**config.mk**
```make
export PLATFORM = sky130hd
export DESIGN_NAME = mem_req_arbiter_flat
export DESIGN_NICKNAME = d
export VERILOG_FILES = /design/src/rtl/mem_req_arbiter_if.sv /design/src/rtl/mem_req_arbiter.sv /design/src/flat_wrapper.sv
export SDC_FILE = /design/constraint.sdc
export NUM_CORES = 1
export LEC_CHECK = 0
export CELL_PAD_IN_SITES_DETAIL_PLACEMENT = 0
export CELL_PAD_IN_SITES_GLOBAL_PLACEMENT = 1
export CORE_ASPECT_RATIO = 0.5
export CORE_UTILIZATION = 31
export CTS_BUF_LIST = sky130_fd_sc_hd__clkbuf_4 sky130_fd_sc_hd__clkbuf_8
export DETAILED_ROUTE_END_ITERATION = 16
export GPL_TIMING_DRIVEN = 0
export PLACE_DENSITY_LB_ADDON = 0.05
export RECOVER_POWER = 100
export SETUP_SLACK_MARGIN = 0.05
export SKIP_CTS_REPAIR_TIMING = 1
export SYNTH_ARGS = -nofsm -noshare
export SYNTH_HDL_FRONTEND = slang
export SYNTH_SLANG_ARGS = --single-unit
export TNS_END_PERCENT = 5
```
**constraint.sdc**
```tcl
create_clock -name clk -period 4.9 [get_ports clk]
set_input_delay 0.49 -clock clk [delete_from_list [all_inputs] [get_ports clk]]
set_output_delay 0.49 -clock clk [all_outputs]
set_load 0.01 [all_outputs]
```
**src/rtl/mem_req_arbiter_if.sv**
```systemverilog
// Bundle of ifetch, LSB and MemCtrl signals around the memory request arbiter.
// The arbiter connects through the slave modport; the surrounding logic uses master.
interface mem_req_arbiter_if #(
    parameter int unsigned ADDR_W     = 32,
    parameter int unsigned DATA_W     = 32,
    parameter int unsigned LINE_BYTES = 4
);
    localparam int unsigned LINE_W = 8 * LINE_BYTES;

    logic              if_req;
    logic [ADDR_W-1:0] if_addr;
    logic              if_done;
    logic [LINE_W-1:0] if_data;

    logic              ls_req;
    logic              ls_rw;
    logic [ADDR_W-1:0] ls_addr;
    logic [2:0]        ls_len;
    logic [DATA_W-1:0] ls_wdata;
    logic              ls_done;
    logic [DATA_W-1:0] ls_rdata;

    logic              mc_en;
    logic              mc_is_if;
    logic              mc_rw;
    logic [ADDR_W-1:0] mc_addr;
    logic [7:0]        mc_len;
    logic [DATA_W-1:0] mc_wdata;
    logic              mc_done;
    logic [LINE_W-1:0] mc_if_data;
    logic [DATA_W-1:0] mc_rdata;

    modport slave (
        input  if_req, if_addr,
        output if_done, if_data,
        input  ls_req, ls_rw, ls_addr, ls_len, ls_wdata,
        output ls_done, ls_rdata,
        output mc_en, mc_is_if, mc_rw, mc_addr, mc_len, mc_wdata,
        input  mc_done, mc_if_data, mc_rdata
    );

    modport master (
        output if_req, if_addr,
        input  if_done, if_data,
        output ls_req, ls_rw, ls_addr, ls_len, ls_wdata,
        input  ls_done, ls_rdata,
        input  mc_en, mc_is_if, mc_rw, mc_addr, mc_len, mc_wdata,
        output mc_done, mc_if_data, mc_rdata
    );
endinterface

```
**src/rtl/mem_req_arbiter.sv**
```systemverilog
// Single-outstanding arbiter sharing MemCtrl between ifetch and the LSB:
// stores first, fetch anti-starvation, speculative reads squashed on rollback.
module mem_req_arbiter #(
    parameter int unsigned ADDR_W     = 32,
    parameter int unsigned DATA_W     = 32,
    parameter int unsigned LINE_BYTES = 4,
    parameter int unsigned STARVE_MAX = 4
) (
    input logic              clk,
    input logic              rst,
    input logic              rdy,
    input logic              rollback,
    mem_req_arbiter_if.slave bus
);
    localparam int unsigned LINE_W   = 8 * LINE_BYTES;
    localparam int unsigned STARVE_W = $clog2(STARVE_MAX + 1);

    typedef enum logic [1:0] {
        S_IDLE  = 2'd0,
        S_BUSY  = 2'd1,
        S_DRAIN = 2'd2,
        S_GAP   = 2'd3
    } state_e;

    state_e              state_q,    state_d;
    logic [STARVE_W-1:0] starve_q,   starve_d;
    logic                mc_en_q,    mc_en_d;
    logic                mc_is_if_q, mc_is_if_d;
    logic                mc_rw_q,    mc_rw_d;
    logic [ADDR_W-1:0]   mc_addr_q,  mc_addr_d;
    logic [7:0]          mc_len_q,   mc_len_d;
    logic [DATA_W-1:0]   mc_wdata_q, mc_wdata_d;
    logic                if_done_q,  if_done_d;
    logic [LINE_W-1:0]   if_data_q,  if_data_d;
    logic                ls_done_q,  ls_done_d;
    logic [DATA_W-1:0]   ls_rdata_q, ls_rdata_d;
    logic                grant_if_c, grant_ls_c;

    // Next-state, grant and completion logic; everything holds while rdy is low.
    always_comb begin
        state_d    = state_q;
        starve_d   = starve_q;
        mc_en_d    = mc_en_q;
        mc_is_if_d = mc_is_if_q;
        mc_rw_d    = mc_rw_q;
        mc_addr_d  = mc_addr_q;
        mc_len_d   = mc_len_q;
        mc_wdata_d = mc_wdata_q;
        if_done_d  = if_done_q;
        if_data_d  = if_data_q;
        ls_done_d  = ls_done_q;
        ls_rdata_d = ls_rdata_q;
        grant_if_c = 1'b0;
        grant_ls_c = 1'b0;

        if (rdy) begin
            if_done_d = 1'b0;
            ls_done_d = 1'b0;
            if (!bus.if_req) begin
                starve_d = '0;
            end

            unique case (state_q)
                S_IDLE: begin
                    if (!rollback) begin
                        if (bus.ls_req && bus.ls_rw) begin
                            grant_ls_c = 1'b1;
                        end else if (bus.if_req && (starve_q >= STARVE_W'(STARVE_MAX))) begin
                            grant_if_c = 1'b1;
                        end else if (bus.ls_req) begin
                            grant_ls_c = 1'b1;
                        end else if (bus.if_req) begin
                            grant_if_c = 1'b1;
                        end
                    end
                end
                S_BUSY: begin
                    if (bus.mc_done) begin
                        mc_en_d = 1'b0;
                        state_d = S_GAP;
                        // Stores are committed and always report; reads report only if not squashed.
                        if (mc_rw_q || !rollback) begin
                            if (mc_is_if_q) begin
                                if_done_d = 1'b1;
                                if_data_d = bus.mc_if_data;
                            end else begin
                                ls_done_d = 1'b1;
                                if (!mc_rw_q) begin
                                    ls_rdata_d = bus.mc_rdata;
                                end
                            end
                        end
                    end else if (rollback && !mc_rw_q) begin
                        state_d = S_DRAIN;
                    end
                end
                S_DRAIN: begin
                    if (bus.mc_done) begin
                        mc_en_d = 1'b0;
                        state_d = S_GAP;
                    end
                end
                S_GAP: begin
                    state_d = S_IDLE;
                end
                default: begin
                    state_d = S_IDLE;
                end
            endcase

            if (grant_if_c) begin
                state_d    = S_BUSY;
                mc_en_d    = 1'b1;
                mc_is_if_d = 1'b1;
                mc_rw_d    = 1'b0;
                mc_addr_d  = bus.if_addr;
                mc_len_d   = 8'(LINE_BYTES);
                starve_d   = '0;
            end

            if (grant_ls_c) begin
                state_d    = S_BUSY;
                mc_en_d    = 1'b1;
                mc_is_if_d = 1'b0;
                mc_rw_d    = bus.ls_rw;
                mc_addr_d  = bus.ls_addr;
                mc_len_d   = 8'(bus.ls_len);
                mc_wdata_d = bus.ls_wdata;
                if (bus.if_req && (starve_q < STARVE_W'(STARVE_MAX))) begin
                    starve_d = starve_q + STARVE_W'(1);
                end
            end
        end
    end

    always_ff @(posedge clk or posedge rst) begin
        if (rst) begin
            state_q    <= S_IDLE;
            starve_q   <= '0;
            mc_en_q    <= 1'b0;
            mc_is_if_q <= 1'b0;
            mc_rw_q    <= 1'b0;
            mc_addr_q  <= '0;
            mc_len_q   <= '0;
            mc_wdata_q <= '0;
            if_done_q  <= 1'b0;
            if_data_q  <= '0;
            ls_done_q  <= 1'b0;
            ls_rdata_q <= '0;
        end else begin
            state_q    <= state_d;
            starve_q   <= starve_d;
            mc_en_q    <= mc_en_d;
            mc_is_if_q <= mc_is_if_d;
            mc_rw_q    <= mc_rw_d;
            mc_addr_q  <= mc_addr_d;
            mc_len_q   <= mc_len_d;
            mc_wdata_q <= mc_wdata_d;
            if_done_q  <= if_done_d;
            if_data_q  <= if_data_d;
            ls_done_q  <= ls_done_d;
            ls_rdata_q <= ls_rdata_d;
        end
    end

    assign bus.mc_en    = mc_en_q;
    assign bus.mc_is_if = mc_is_if_q;
    assign bus.mc_rw    = mc_rw_q;
    assign bus.mc_addr  = mc_addr_q;
    assign bus.mc_len   = mc_len_q;
    assign bus.mc_wdata = mc_wdata_q;
    assign bus.if_done  = if_done_q;
    assign bus.if_data  = if_data_q;
    assign bus.ls_done  = ls_done_q;
    assign bus.ls_rdata = ls_rdata_q;
endmodule

```
**src/flat_wrapper.sv**
```systemverilog
// flat-port wrapper written by rule: the top's interface ports become plain ports
module mem_req_arbiter_flat 
#(
    parameter int unsigned ADDR_W     = 32,
    parameter int unsigned DATA_W     = 32,
    parameter int unsigned LINE_BYTES = 4,
    parameter int unsigned STARVE_MAX = 4
)
  (clk, rst, rdy, rollback, bus_if_req, bus_if_addr, bus_if_done, bus_if_data, bus_ls_req, bus_ls_rw, bus_ls_addr, bus_ls_len, bus_ls_wdata, bus_ls_done, bus_ls_rdata, bus_mc_en, bus_mc_is_if, bus_mc_rw, bus_mc_addr, bus_mc_len, bus_mc_wdata, bus_mc_done, bus_mc_if_data, bus_mc_rdata);
  mem_req_arbiter_if #(.ADDR_W(ADDR_W), .DATA_W(DATA_W), .LINE_BYTES(LINE_BYTES)) bus_i ();
  input logic clk;
  input logic rst;
  input logic rdy;
  input logic rollback;
  input wire logic [$bits(bus_i.if_req)-1:0] bus_if_req;
  input wire logic [$bits(bus_i.if_addr)-1:0] bus_if_addr;
  output wire logic [$bits(bus_i.if_done)-1:0] bus_if_done;
  output wire logic [$bits(bus_i.if_data)-1:0] bus_if_data;
  input wire logic [$bits(bus_i.ls_req)-1:0] bus_ls_req;
  input wire logic [$bits(bus_i.ls_rw)-1:0] bus_ls_rw;
  input wire logic [$bits(bus_i.ls_addr)-1:0] bus_ls_addr;
  input wire logic [$bits(bus_i.ls_len)-1:0] bus_ls_len;
  input wire logic [$bits(bus_i.ls_wdata)-1:0] bus_ls_wdata;
  output wire logic [$bits(bus_i.ls_done)-1:0] bus_ls_done;
  output wire logic [$bits(bus_i.ls_rdata)-1:0] bus_ls_rdata;
  output wire logic [$bits(bus_i.mc_en)-1:0] bus_mc_en;
  output wire logic [$bits(bus_i.mc_is_if)-1:0] bus_mc_is_if;
  output wire logic [$bits(bus_i.mc_rw)-1:0] bus_mc_rw;
  output wire logic [$bits(bus_i.mc_addr)-1:0] bus_mc_addr;
  output wire logic [$bits(bus_i.mc_len)-1:0] bus_mc_len;
  output wire logic [$bits(bus_i.mc_wdata)-1:0] bus_mc_wdata;
  input wire logic [$bits(bus_i.mc_done)-1:0] bus_mc_done;
  input wire logic [$bits(bus_i.mc_if_data)-1:0] bus_mc_if_data;
  input wire logic [$bits(bus_i.mc_rdata)-1:0] bus_mc_rdata;
  assign bus_i.if_req = bus_if_req;
  assign bus_i.if_addr = bus_if_addr;
  assign bus_if_done = bus_i.if_done;
  assign bus_if_data = bus_i.if_data;
  assign bus_i.ls_req = bus_ls_req;
  assign bus_i.ls_rw = bus_ls_rw;
  assign bus_i.ls_addr = bus_ls_addr;
  assign bus_i.ls_len = bus_ls_len;
  assign bus_i.ls_wdata = bus_ls_wdata;
  assign bus_ls_done = bus_i.ls_done;
  assign bus_ls_rdata = bus_i.ls_rdata;
  assign bus_mc_en = bus_i.mc_en;
  assign bus_mc_is_if = bus_i.mc_is_if;
  assign bus_mc_rw = bus_i.mc_rw;
  assign bus_mc_addr = bus_i.mc_addr;
  assign bus_mc_len = bus_i.mc_len;
  assign bus_mc_wdata = bus_i.mc_wdata;
  assign bus_i.mc_done = bus_mc_done;
  assign bus_i.mc_if_data = bus_mc_if_data;
  assign bus_i.mc_rdata = bus_mc_rdata;
  mem_req_arbiter #(.ADDR_W(ADDR_W), .DATA_W(DATA_W), .LINE_BYTES(LINE_BYTES), .STARVE_MAX(STARVE_MAX)) u_core (.clk(clk), .rst(rst), .rdy(rdy), .rollback(rollback), .bus(bus_i));
endmodule
```
# Yosys cells after proc, flatten, opt, wreduce, memory -nomap -nowiden
# Index checks and enable logic that the tools add are counted.
classes:
  addsub: 1
  n_lt_le_gt_ge: 2
  eq_ne: 5
  muxes: 43
  bitwise_logic: 2
  reduce_logical: 19
ops:
  columns: ["op", "count"]
  rows:
  - ["$mux 32", 2]
  - ["$mux 1", 29]
  - ["$mux 8", 2]
  - ["$mux 3", 4]
  - ["$mux 2", 5]
  - ["$pmux 2 s3", 1]
  - ["$reduce_and 6->1", 1]
  - ["$reduce_bool 3->1", 2]
  - ["$ne 5x2->1 const B", 1]
  - ["$reduce_and 5->1", 1]
  - ["$reduce_bool 5->1", 1]
  - ["$eq 2x2->1 const B", 2]
  - ["$logic_and 1x1->1", 4]
  - ["$ne 4x2->1 const B", 1]
  - ["$reduce_and 2->1", 2]
  - ["$reduce_and 4->1", 1]
  - ["$add 3x1->3 const B", 1]
  - ["$ge 3x3->1 const B", 1]
  - ["$lt 3x3->1 const B", 1]
  - ["$reduce_and 3->1", 1]
  - ["$eq 2x1->1 const B", 1]
  - ["$logic_not 1->1", 2]
  - ["$logic_not 2->1", 1]
  - ["$not 1->1", 2]
  - ["other kinds (3)", 3]
totals:
  register_bits: 146
  in_bits: 171

# Longest topological paths before layout
# Gate-level depths: netlist of run 1.
depth:
  word_depth: 10
  mapped_depth: 8
  depth_no_buf: 6

# Worst setup path after synthesis of run 1
# OpenSTA, ideal clock, no wires.
synth_timing:
  path_type: "register to register"
  start: "register u_core.state_q[0]"
  end: "register u_core.mc_wdata_q[10] (netlist: u_core.bus.mc_wdata[10])"
  t_arrival_ps: 1857
  t_required_ps: 4775
  path_slack_ps: 2918
  stages_incl_launch_ff: 8
  path_buffers: 2
  synth_period_minus_slack_ps: 1982
  path_cell_list: "dfrtp_1 > inv_1 > ha_1 > nor2b_1 > o2111a_1 > buf_2 > buf_2 > mux2_2"
synth_via:
  elab_chain_len: 4
synth_lines:
  columns: ["element", "line_no", "rtl"]
  rows:
  - ["from (decl)", "mem_req_arbiter.sv:25", "state_e state_q, state_d;"]
  - ["from (signal assigned)", "mem_req_arbiter.sv:151", "state_q <= state_d;"]
  - ["$logic_not 2->1", "mem_req_arbiter.sv:63", "unique case (state_q)"]
  - ["$mux 1", "mem_req_arbiter.sv:63", null]
  - ["$mux 1", "mem_req_arbiter.sv:56", "if (rdy) begin"]
  - ["$reduce_and 2->1 (no source line)", null, null]
  - ["to (signal assigned)", "mem_req_arbiter.sv:158", "mc_wdata_q <= mc_wdata_d;"]
  - ["to (decl)", "mem_req_arbiter.sv:32", "logic [DATA_W-1:0] mc_wdata_q, mc_wdata_d;"]
# Every way passes these cells. The select of a mux whose other input is x is not followed.
# A chain may end at the register's enable or synchronous reset.

# Final worst setup path of run 1
layout_timing:
  start: "input port rollback"
  end: "register u_core.ls_rdata_q[30] (netlist: u_core.bus.ls_rdata[30])"
layout_via:
  elab_chain_len: 3
layout_lines:
  columns: ["element", "line_no", "rtl"]
  rows:
  - ["from (decl)", "flat_wrapper.sv:14", "input logic rollback;"]
  - ["$logic_not 1->1", null, null]
  - ["$logic_or 1x1->1", "mem_req_arbiter.sv:82", "if (mc_rw_q || !rollback) begin"]
  - ["$reduce_and 6->1 (no source line)", null, null]
  - ["to (signal assigned)", "mem_req_arbiter.sv:162", "ls_rdata_q <= ls_rdata_d;"]
  - ["to (decl)", "mem_req_arbiter.sv:36", "logic [DATA_W-1:0] ls_rdata_q, ls_rdata_d;"]
# Every way passes these cells.

==> results of run 1 <==
[cells in the final DEF, fill, tap and decap left out, types with 2 or more instances in the layout]
| cell | synthesis | final |
|---|---|---|
| a21oi_1 | 3 | 3 |
| a22o_1 | 6 | 6 |
| buf_2 | 11 | 3 |
| buf_4 | 5 | 5 |
| bufinv_16 | 0 | 3 |
| clkbuf_1 | 7 | 19 |
| clkbuf_8 | 0 | 19 |
| clkdlybuf4s50_1 | 0 | 168 |
| clkinv_2 | 0 | 2 |
| clkinv_4 | 0 | 3 |
| clkinvlp_4 | 0 | 4 |
| conb_1 | 1 | 5 |
| dfrtp_1 | 141 | 141 |
| dlygate4sd3_1 | 0 | 138 |
| ha_1 | 6 | 6 |
| inv_1 | 9 | 8 |
| mux2_1 | 1 | 27 |
| mux2_2 | 67 | 67 |
| mux2_4 | 29 | 3 |
| mux2i_1 | 32 | 32 |
| nand2_1 | 36 | 37 |
| nand3_1 | 2 | 2 |
| nor2_1 | 4 | 4 |
| nor2b_1 | 2 | 2 |
| nor3_1 | 3 | 3 |
| nor3b_1 | 3 | 3 |
| o211ai_1 | 1 | 2 |
| o21ai_0 | 36 | 36 |
[report_power, final]
part           leakage (nW)  internal, mW  switching [mW]
sequential             1.76          1.69           0.250
combinational          2.51          1.19           0.863
clock                 0.204         0.532           0.477
[registers in the layout, summed over array words and instances (netlist names), 2 cells and up]
register	flops
u_core.bus.if_data	32
u_core.bus.ls_rdata	32
u_core.bus.mc_addr	32
u_core.bus.mc_wdata	32
u_core.bus.mc_len	3
u_core.starve_q	3
u_core.state_q	2
[per-stage QoR]
step / hold WS, ns / std cells / TNS (ns) / total power, mW / util (%)
2_1_floorplan: 0.470 / 426 / 0 / 2.96 / -
3_3_place_gp: 0.460 / 991 / -241.32 / 4.35 / 50.3
3_5_place_dp: 0.469 / 992 / 0 / 4.39 / 50.5
4_1_cts: 0.452 / 1024 / 0 / 5.42 / 52.8
5_1_grt: 0.492 / 1024 / 0 / 5.36 / 51.9
6_report: 0.473 / 1024 / 0 / 5.01 / 51.9
[logic make-up (layout without fill, tap and decap cells)]
kind of cell | Yosys count | after routing | synth area share [%]
flops | 141 | 141 | 59.7
fa+ha+maj | 6 | 6 | 1.27
buf+inv | 36 | 375 | 3.34
compound gates | 53 | 53 | 5.44
mux | 129 | 129 | 25.7
simple gates | 56 | 56 | 4.51
other cells | 1 | 5 | 0.0634
[area by class of cell]
cell class | count | area [µm²]
fillers | 1694 | 8910
well taps | 259 | 324
flip-flops and latches | 141 | 3530
plain buffers | 27 | 124
repair buffers | 307 | 3090
inverters | 9 | 35.0
multi-input cells | 249 | 2080
clock buffers | 19 | 262
clock inverters | 13 | 165
[how the worst min path moves through the flow]
stage	end	startpoint	slack (ns)	cells past startpoint
final	u_core.bus.mc_addr[29]	u_core.bus.mc_addr[29]	0.47	2
after global routing	u_core.bus.mc_addr[29]	u_core.bus.mc_addr[29]	0.49	2
after CTS	u_core.bus.if_data[11]	rst	0.45	2
after detailed placement	u_core.bus.mc_en	u_core.bus.mc_en	0.47	2
after global placement	u_core.bus.mc_addr[9]	u_core.bus.mc_addr[9]	0.46	2
after floorplan	u_core.starve_q[1]	u_core.starve_q[1]	0.47	1
[critical path, cell delays in order]
cell and delay [ns]:
dlygate4sd3_1 0.58, or2b_2 0.20, nand2_1 0.09, nor4_1 1.00, clkbuf_1 0.52, mux2_2 0.40
[per-layer routing]
layer  track usage, %  vias up  part of all wire (%)
met2             27.5      165                    48
met3             7.32       13                   9.6
met1             20.9     2153                    42
met4             5.37        0                  0.76
met5                0        -                     0
li1                 -     2134                     -
==> metrics.yaml, run 1 <==
critical_path:
  r2r_start: "u_core.state_q[1]"
  worstPathRequired_ns: 5.22
  setup.worst_path.start_class: "input pin"
  cp.arrival_ns: 3.28
  rr_worst_depth: 6
  crit_path_end_kind: "flop"
  timing.rr.end: "u_core.bus.ls_rdata[30]"
  path_class: "in -> reg"
  r2r_slack_ns: 1.99
  cp-startpoint: "rollback"
  path_max_fanout: 10
  critPathCapture: "u_core.bus.ls_rdata[30]"
floorplanning:
  io_pins: 312
  die_w_um: 197
  core-area_um2: 18500
  die_area_um2: 19700
  die_h_um: 99.7
  fp-row-count: 35
  start_util_pct: 31.9
grt:
  overflow: 0
  gr-usage-all-layers_pct: 17.2
  grt_pass1_wl_um: 25400
  antenna_found_initial: 0
  grt_pass1_vias: 4479
  grt_max_degree: 91
clock_tree:
  numCtsBuffers: 17
  clk-insertion-delay-late_ns: 0.44
  cts_sinks: 141
  h-tree-depth: 4
  clk_pin_slew_ns: 0.07
  ctsRootBufferMaster: "clkbuf_8"
  cts_tree: "built"
  cts_buffer_depth: 2
yosys:
  ys_seq_area_share_pct: 59.7
  ys_async_sr_fraction_pct: 100
  ys_ff_latch: 141
  synth_ff_type: "dfrtp_1"
  avgSynthCellArea_um2: 14.0
  synth.area.top_cells: "dfrtp_1, mux2_2, mux2_4"
  synth_top_area_share_pct: 59.7
  synthTopCellsByCount: "dfrtp_1, mux2_2, nand2_1, o21ai_0, mux2i_1"
  yosysMostFrequentCell: "dfrtp_1"
  synth_area_um2: 5910
  ys_warn_count: 0
  synth_edf_count: 0
  synthCells: 422
  synth_largest_area_cell: "dfrtp_1"
  yosysUniqueCellTypes: 35
drt:
  routed_via_density: 4.36
  ant_nets: 0
  drc: 0
  vias: 4465
  drtIter0Drc: 110
  drt-total-wl_um: 16400
  post_drt_wl_per_cell_um: 16.1
  drt_first_pass_iters: 5
placed_design:
  gp_congestion: 0.730
  pre_cts_ws_ns: 2.24
  dp_hpwl_um: 12600
  portBuffers: 306
  dpl_cell_area_um2: 9350
timing:
  setup_slack_ns: 1.95
  layout_min_cycle_time_ns: 2.95
  fin_skew_ns: 0.0115
  hold_viol: 0
  worst_slew_pin_slew_ns: 2.44
  grt_setup_unrepaired: "no"
  fin_crit_sh_pct: 60.3
  timing.fmax_ghz: 0.338
  relSlewSlack_pct: -63.9
  setup_viol: 0
  drv_slew: 52
pwr:
  ir_drop_mv: 0.178
  powerDensity_nw_per_um2: 521
  p_leak_nw: 4.48
cells_and_area:
  area_delta_synth_final_pct: 62.5
  final_nets: 929
  insertedDiodeCount: 0
  drive_above_1_share_pct: 14.8
  final_cell_area_um2: 9610
run:
  cap_violations: 1
status:
  status: "finished with violations"
  violations: "max-capacitance violations, max-slew violations"
hold_path:
  hold_class: "reg -> reg"
Note: power is estimated with default switching activity, not from simulation.
==> inputs of run 2 (changes only) <==
==> constraint.sdc (replaced) <==
create_clock -name clk -period 2.8 [get_ports clk]
set_input_delay 0.28 -clock clk [delete_from_list [all_inputs] [get_ports clk]]
set_output_delay 0.28 -clock clk [all_outputs]
set_load 0.01 [all_outputs]
==> metrics.yaml, run 2 (same netlist as run 1, synthesis figures left out) <==
cells_and_area:
  layout_commonest_cell: "clkdlybuf4s50_1"
  register_area_um2: 3530  # unchanged
  fillers: 1687  # -0.41%
  multi_input_area_um2: 2100  # +0.90%
  area_delta_synth_final_pct: 62.8
  drive_above_1_share_pct: 15.5  # +0.74 points
  layout_common_cells: "clkdlybuf4s50_1, dfrtp_1, dlygate4sd3_1, mux2_2, nand2_1"
  final_nets: 932  # +0.32%
  final_cell_area_um2: 9630  # +0.20%
  fin_util_pct: 52.0  # +0.10 points
  insertedDiodeCount: 0  # unchanged
clock_tree:
  cts_sinks: 141  # unchanged
  numCtsBuffers: 17  # unchanged
  cts_buffer_depth: 2  # unchanged
  ctsRootBufferMaster: "clkbuf_8"
  clk-insertion-delay-late_ns: 0.45  # about the same
  h-tree-depth: 4  # unchanged
  clk_pin_slew_ns: 0.08  # about the same
  cts_tree: "built"
pwr:
  seq_power_share_pct: 39.0  # +0.2 points
  clkPwrFrac_pct: 19.7  # -0.5 points
  pwr-share-comb_pct: 41.3  # +0.3 points
  p_int_mw: 5.92  # +73%
  p_sw_mw: 2.80  # +76%
  p_leak_nw: 4.50  # +0.56%
  switching_share_pct: 32.1  # +0.36 points
  powerDensity_nw_per_um2: 906  # +74%
  ir_drop_mv: 0.336  # +89%
  power.total_mw: 8.72  # +74%
drt:
  drt-total-wl_um: 16500  # +0.65%
  routed_via_density: 4.35  # -0.13%
  drt_first_pass_iters: 4  # -1
  vias: 4468  # +0.067%
  post_drt_wl_per_cell_um: 16.1  # +0.45%
  drc: 0  # unchanged
  drtIter0Drc: 57  # -48%
  ant_nets: 0  # unchanged
critical_path:
  path_max_fanout: 10  # unchanged
  timing.rr.end: "u_core.bus.if_data[20]"
  cp_common_cell: "clkbuf_1"
  cp.arrival_ns: 2.74  # -0.54 ns
  worstPathRequired_ns: 3.12  # -2.10 ns
  r2r_start: "u_core.bus.mc_rw"
  r2r_slack_ns: 0.38  # -1.61 ns
  cpLargestDelayFamily: "buffers and inverters"
  crit_path_end_kind: "flop"
  cp_cell_sequence: "or2b_2 > nand2_1 > or3_1 > clkbuf_1 > clkbuf_1 > mux2_1"
  rr_worst_depth: 6  # unchanged
  cp_num_buf_inv: 2  # unchanged
  cp_slowest_cell: "clkbuf_1"
  critPathMaxStageDelay_ns: 0.55  # -0.45 ns
  setup.worst_path.start_class: "flop"
  path_class: "reg -> reg"
timing:
  grt_setup_unrepaired: "no"
  hold_viol: 0  # unchanged
  setup_viol: 0  # unchanged
  layout_min_cycle_time_ns: 2.42
  relSlewSlack_pct: 21.5  # +85 points
  fin_skew_ns: 0.0132  # +0.00173 ns
  drv_slew: 0  # -100%
  worst_slew_pin_slew_ns: 1.18  # -1.27 ns
  tns_ns: 0  # unchanged
  timing.fmax_ghz: 0.414
  setup_slack_ns: 0.382  # -1.56 ns
  fin_crit_sh_pct: 86.4
grt:
  overflow: 0  # unchanged
  antenna_found_initial: 0  # unchanged
  grt_max_degree: 41  # -55%
  grt_pass1_vias: 4708  # +5.1%
  gr-usage-all-layers_pct: 17.6  # +0.44 points
  grt_pass1_wl_um: 26300  # +3.5%
placed_design:
  dpl_cell_area_um2: 9400  # +0.55%
  portBuffers: 306  # unchanged
  pre_cts_ws_ns: 0.430  # -1.81 ns
  dp_hpwl_um: 12900  # +2.2%
  gp_congestion: 0.748  # +2.4%
hold_path:
  whs_path_depth: 3  # +1
  min_from: "bus_ls_len[2]"
  whs_endpoint: "u_core.bus.mc_len[2]"
  hold_class: "in -> reg"
floorplanning:
  start_util_pct: 31.9  # unchanged
  io_pins: 312  # unchanged
  die_w_um: 197  # unchanged
  fp-row-count: 35  # unchanged
  die_area_um2: 19700  # unchanged
  die_h_um: 99.7  # unchanged
  core-area_um2: 18500  # unchanged
run:
  cap_violations: 0  # -1
status:
  status: "finished clean"
run 2: changes by cell type in the layout (fill, tap and decap cells not counted), sizes merged:
cell           before  now
clkbuf             38   40
buf                 9   10
clkinv              5    0
dlymetal6s4s        0    1
clkinvlp            5    6
bufinv              3    2
inv                 9   12
dlygate4sd3       138  137
clkdlybuf4s50     168  169
run 2: metrics by stage:
stage	std cells	hold WS, ns
global route	1026	0.341
global placement	991	0.461
floorplan	426	0.402
CTS	1026	0.233
finish	1026	0.375
detailed placement	995	0.472
run 2: power by group through the flow:
stage               clock network, mW  registers (mW)  logic (mW)
global placement                    0            3.46        4.15
floorplan                           0            3.92        1.27
detailed placement                  0            3.50        4.17
global route                     1.88            3.55        3.91
CTS                              1.79            3.47        4.19
finish                           1.72            3.41        3.60
run 2: worst reg2reg max path: stages (launching register included):
cell and delay, ns:
dfrtp_1 0.47, or2b_2 0.34, nand2_1 0.15, or3_1 0.13
clkbuf_1 0.27, clkbuf_1 0.56, mux2_1 0.39
run 2: layout make-up:
cell class / instances / area share [%]
plain buffers: 27 / 1.33
repair buffers: 310 / 32.2
inverters: 9 / 0.364
clock inverters: 11 / 1.38
flip-flops and latches: 141 / 36.6
clock buffers: 20 / 2.86
multi-input cells: 249 / 21.8
well taps: 259 / 3.36
run 2: how the worst max path moves through the flow:
| stage | start | end | slack [ns] | depth (start not counted) |
|---|---|---|---|---|
| floorplan | rst | u_core.bus.if_data[0] | 0.76 | 1 |
| global placement | rst | u_core.bus.mc_addr[21] | -0.69 | 2 |
| detailed placement | rollback | u_core.bus.ls_rdata[8] | 0.43 | 6 |
| CTS | u_core.state_q[1] | u_core.bus.mc_wdata[1] | 0.44 | 7 |
| global route | u_core.state_q[0] | u_core.bus.mc_addr[26] | 0.14 | 7 |
| finish | u_core.bus.mc_rw | u_core.bus.if_data[20] | 0.38 | 6 |
run 2: per-layer routing:
layer,part of all wire [%],vias up,track usage [%],wire [µm]
met2,47,158,28.3,7810
met5,0,-,0,0
met1,42,2156,21.1,6920
li1,-,2142,-,-
met4,0.82,0,4.53,136
met3,10,12,8.61,1680
==> inputs of run 3 (changes only) <==
--- a/config.mk
+++ b/config.mk
@@ -7,7 +7,7 @@
 export LEC_CHECK = 0
 export CELL_PAD_IN_SITES_DETAIL_PLACEMENT = 0
 export CELL_PAD_IN_SITES_GLOBAL_PLACEMENT = 1
-export CORE_ASPECT_RATIO = 0.5
+export CORE_ASPECT_RATIO = 1.75
 export CORE_UTILIZATION = 31
 export CTS_BUF_LIST = sky130_fd_sc_hd__clkbuf_4 sky130_fd_sc_hd__clkbuf_8
 export DETAILED_ROUTE_END_ITERATION = 16
==> metrics.yaml, run 3 (same netlist as run 1, synthesis figures left out) <==
timing:
  tns_ns: 0  # unchanged
  relSlewSlack_pct: 13.2  # -8.3 points
  grt_setup_unrepaired: "no"
  drv_slew: 0  # unchanged
  setup_viol: 0  # unchanged
  worst_slew_pin_slew_ns: 1.29  # +0.118 ns
  timing.fmax_ghz: 0.409  # -1.0%
  setup_slack_ns: 0.357  # -0.0246 ns
  hold_viol: 0  # unchanged
  fin_crit_sh_pct: 87.2  # +0.88 points
  fin_skew_ns: 0.0112  # -0.00203 ns
  layout_min_cycle_time_ns: 2.44  # +0.0246 ns
clock_tree:
  cts_tree: "built"
  cts_buffer_depth: 2  # unchanged
  cts_sinks: 141  # unchanged
  h-tree-depth: 4  # unchanged
  clk_pin_slew_ns: 0.08  # about the same
  numCtsBuffers: 17  # unchanged
  ctsRootBufferMaster: "clkbuf_8"
  clk-insertion-delay-late_ns: 0.44  # about the same
hold_path:
  whs_path_depth: 3  # unchanged
  min_from: "bus_ls_len[2]"
  whs_endpoint: "u_core.bus.mc_len[2]"
  hold_class: "in -> reg"
critical_path:
  r2r_slack_ns: 0.36  # -0.02 ns
  r2r_start: "u_core.state_q[0]"
  cp_slowest_cell: "clkbuf_1"
  cp_num_buf_inv: 3  # +1
  timing.rr.end: "u_core.bus.mc_wdata[13]"
  worstPathRequired_ns: 3.12  # about the same
  crit_path_end_kind: "flop"
  setup.worst_path.start_class: "flop"
  cpLargestDelayFamily: "buffers and inverters"
  path_max_fanout: 10  # unchanged
  rr_worst_depth: 7  # +1
  cp_cell_sequence: "inv_1 > ha_1 > nor2b_1 > o2111a_1 > buf_2 > clkbuf_1 > mux2_2"
  path_class: "reg -> reg"
  critPathMaxStageDelay_ns: 0.46  # -0.09 ns
  cp.arrival_ns: 2.76  # +0.02 ns
floorplanning:
  fp-row-count: 66  # +89%
  die_w_um: 106  # -46%
  core-area_um2: 18700  # +0.75%
  die_area_um2: 19700  # about the same
  io_pins: 312  # unchanged
  start_util_pct: 31.7  # -0.24 points
  die_h_um: 185  # +85%
drt:
  drt-total-wl_um: 16400  # -1.1%
  wl_met2_um: 8540  # +9.4%
  drtIter0Drc: 76  # +33%
  ant_nets: 0  # unchanged
  highest_layer: "met4"
  met1_length_um: 5920  # -14%
  vias: 4539  # +1.6%
  routed_via_density: 4.51  # +3.5%
  drc: 0  # unchanged
  post_drt_wl_per_cell_um: 16.2  # +0.72%
  drt_first_pass_iters: 4  # unchanged
  wl_met3_um: 1360  # -19%
placed_design:
  dpl_cell_area_um2: 9370  # -0.28%
  dp_hpwl_um: 13000  # +1.1%
  portBuffers: 306  # unchanged
  pre_cts_ws_ns: 0.360  # -0.0696 ns
  gp_congestion: 0.739  # -1.2%
  place_inst: 974  # -2.1%
cells_and_area:
  layout_common_cells: "clkdlybuf4s50_1, dfrtp_1, dlygate4sd3_1, mux2_2, nand2_1"
  layout_commonest_cell: "clkdlybuf4s50_1"
  fillers: 1738  # +3.0%
  fin_cells: 1007  # -1.9%
  area_delta_synth_final_pct: 64.1
  drive_above_1_share_pct: 15.4  # -0.13 points
  final_nets: 932  # unchanged
  final_cell_area_um2: 9700  # +0.77%
pwr:
  powerDensity_nw_per_um2: 928  # +2.4%
  ir_drop_mv: 0.368  # +9.6%
  p_leak_nw: 4.55  # +0.93%
grt:
  antenna_found_initial: 1  # +1
  gr-usage-all-layers_pct: 17.0  # -0.61 points
  grt_pass1_wl_um: 25300  # -3.8%
  grt_pass1_vias: 4779  # +1.5%
  grt_max_degree: 42  # +2.4%
  overflow: 0  # unchanged
run:
  cap_violations: 0  # unchanged
status:
  status: "finished clean"
## run 3: cell count changes in the layout (fill, tap and decap cells not counted), moves of 2 or more
| cell | previous run | this run |
|---|---|---|
| inv_6 | 4 | 0 |
| diode_2 | 0 | 2 |
| clkinv_2 | 0 | 2 |
| clkbuf_2 | 4 | 1 |
| bufinv_16 | 2 | 6 |
| buf_12 | 1 | 3 |
| clkbuf_1 | 16 | 18 |
| clkinvlp_4 | 5 | 2 |
## run 3: metrics by stage
step	power (mW)	util [%]	hold slack, ns
final	9.00	52.0	0.371
after global routing	9.60	52.0	0.358
after CTS	9.73	52.8	0.266
after detailed placement	7.69	50.2	0.471
after global placement	7.59	49.8	0.463
after floorplan	5.18	-	0.402
## run 3: worst max path at each step
stage	start	endpoint	slack, ns	cells past startpoint
after CTS	u_core.state_q[0]	u_core.bus.mc_wdata[0]	0.45	7
after global placement	rst	u_core.bus.mc_wdata[20]	-0.56	2
after global routing	u_core.state_q[0]	u_core.bus.mc_wdata[8]	0.15	7
after detailed placement	bus_ls_req	u_core.bus.mc_addr[16]	0.36	7
final	u_core.state_q[0]	u_core.bus.mc_wdata[13]	0.36	7
after floorplan	rst	u_core.bus.if_data[0]	0.76	1
## run 3: area by class of cell
class                           instances  area (µm²)  area share, %
Sequential cell                       141        3530           36.4
Timing Repair Buffer                  310        3130           32.2
Multi-Input combinational cell        249        2100           21.7
Tap cell                              238         298           3.07
Clock buffer                           20         269           2.77
Clock inverter                         11         214           2.20
Buffer                                 27         125           1.29
Inverter                                9        35.0          0.361
Antenna cell                            2        5.00         0.0516
## run 3: where the power goes
group	total [mW]	internal, mW	switching (mW)
clock	1.98	1.20	0.779
sequential	3.42	2.96	0.460
combinational	3.60	2.10	1.50
## run 3: worst min-delay path, delay by kind of cell
family | cells | cell delay, ns
AOI/OAI and AO/OA | 1 | 0.05
buffers and inverters | 2 | 0.45
## run 3: per-layer routing
| layer | global-route usage (%) | vias up |
|---|---|---|
| met5 | 0 | - |
| met4 | 8.93 | 0 |
| met3 | 6.01 | 30 |
| met2 | 29.4 | 200 |
| met1 | 18.0 | 2171 |
| li1 | - | 2138 |
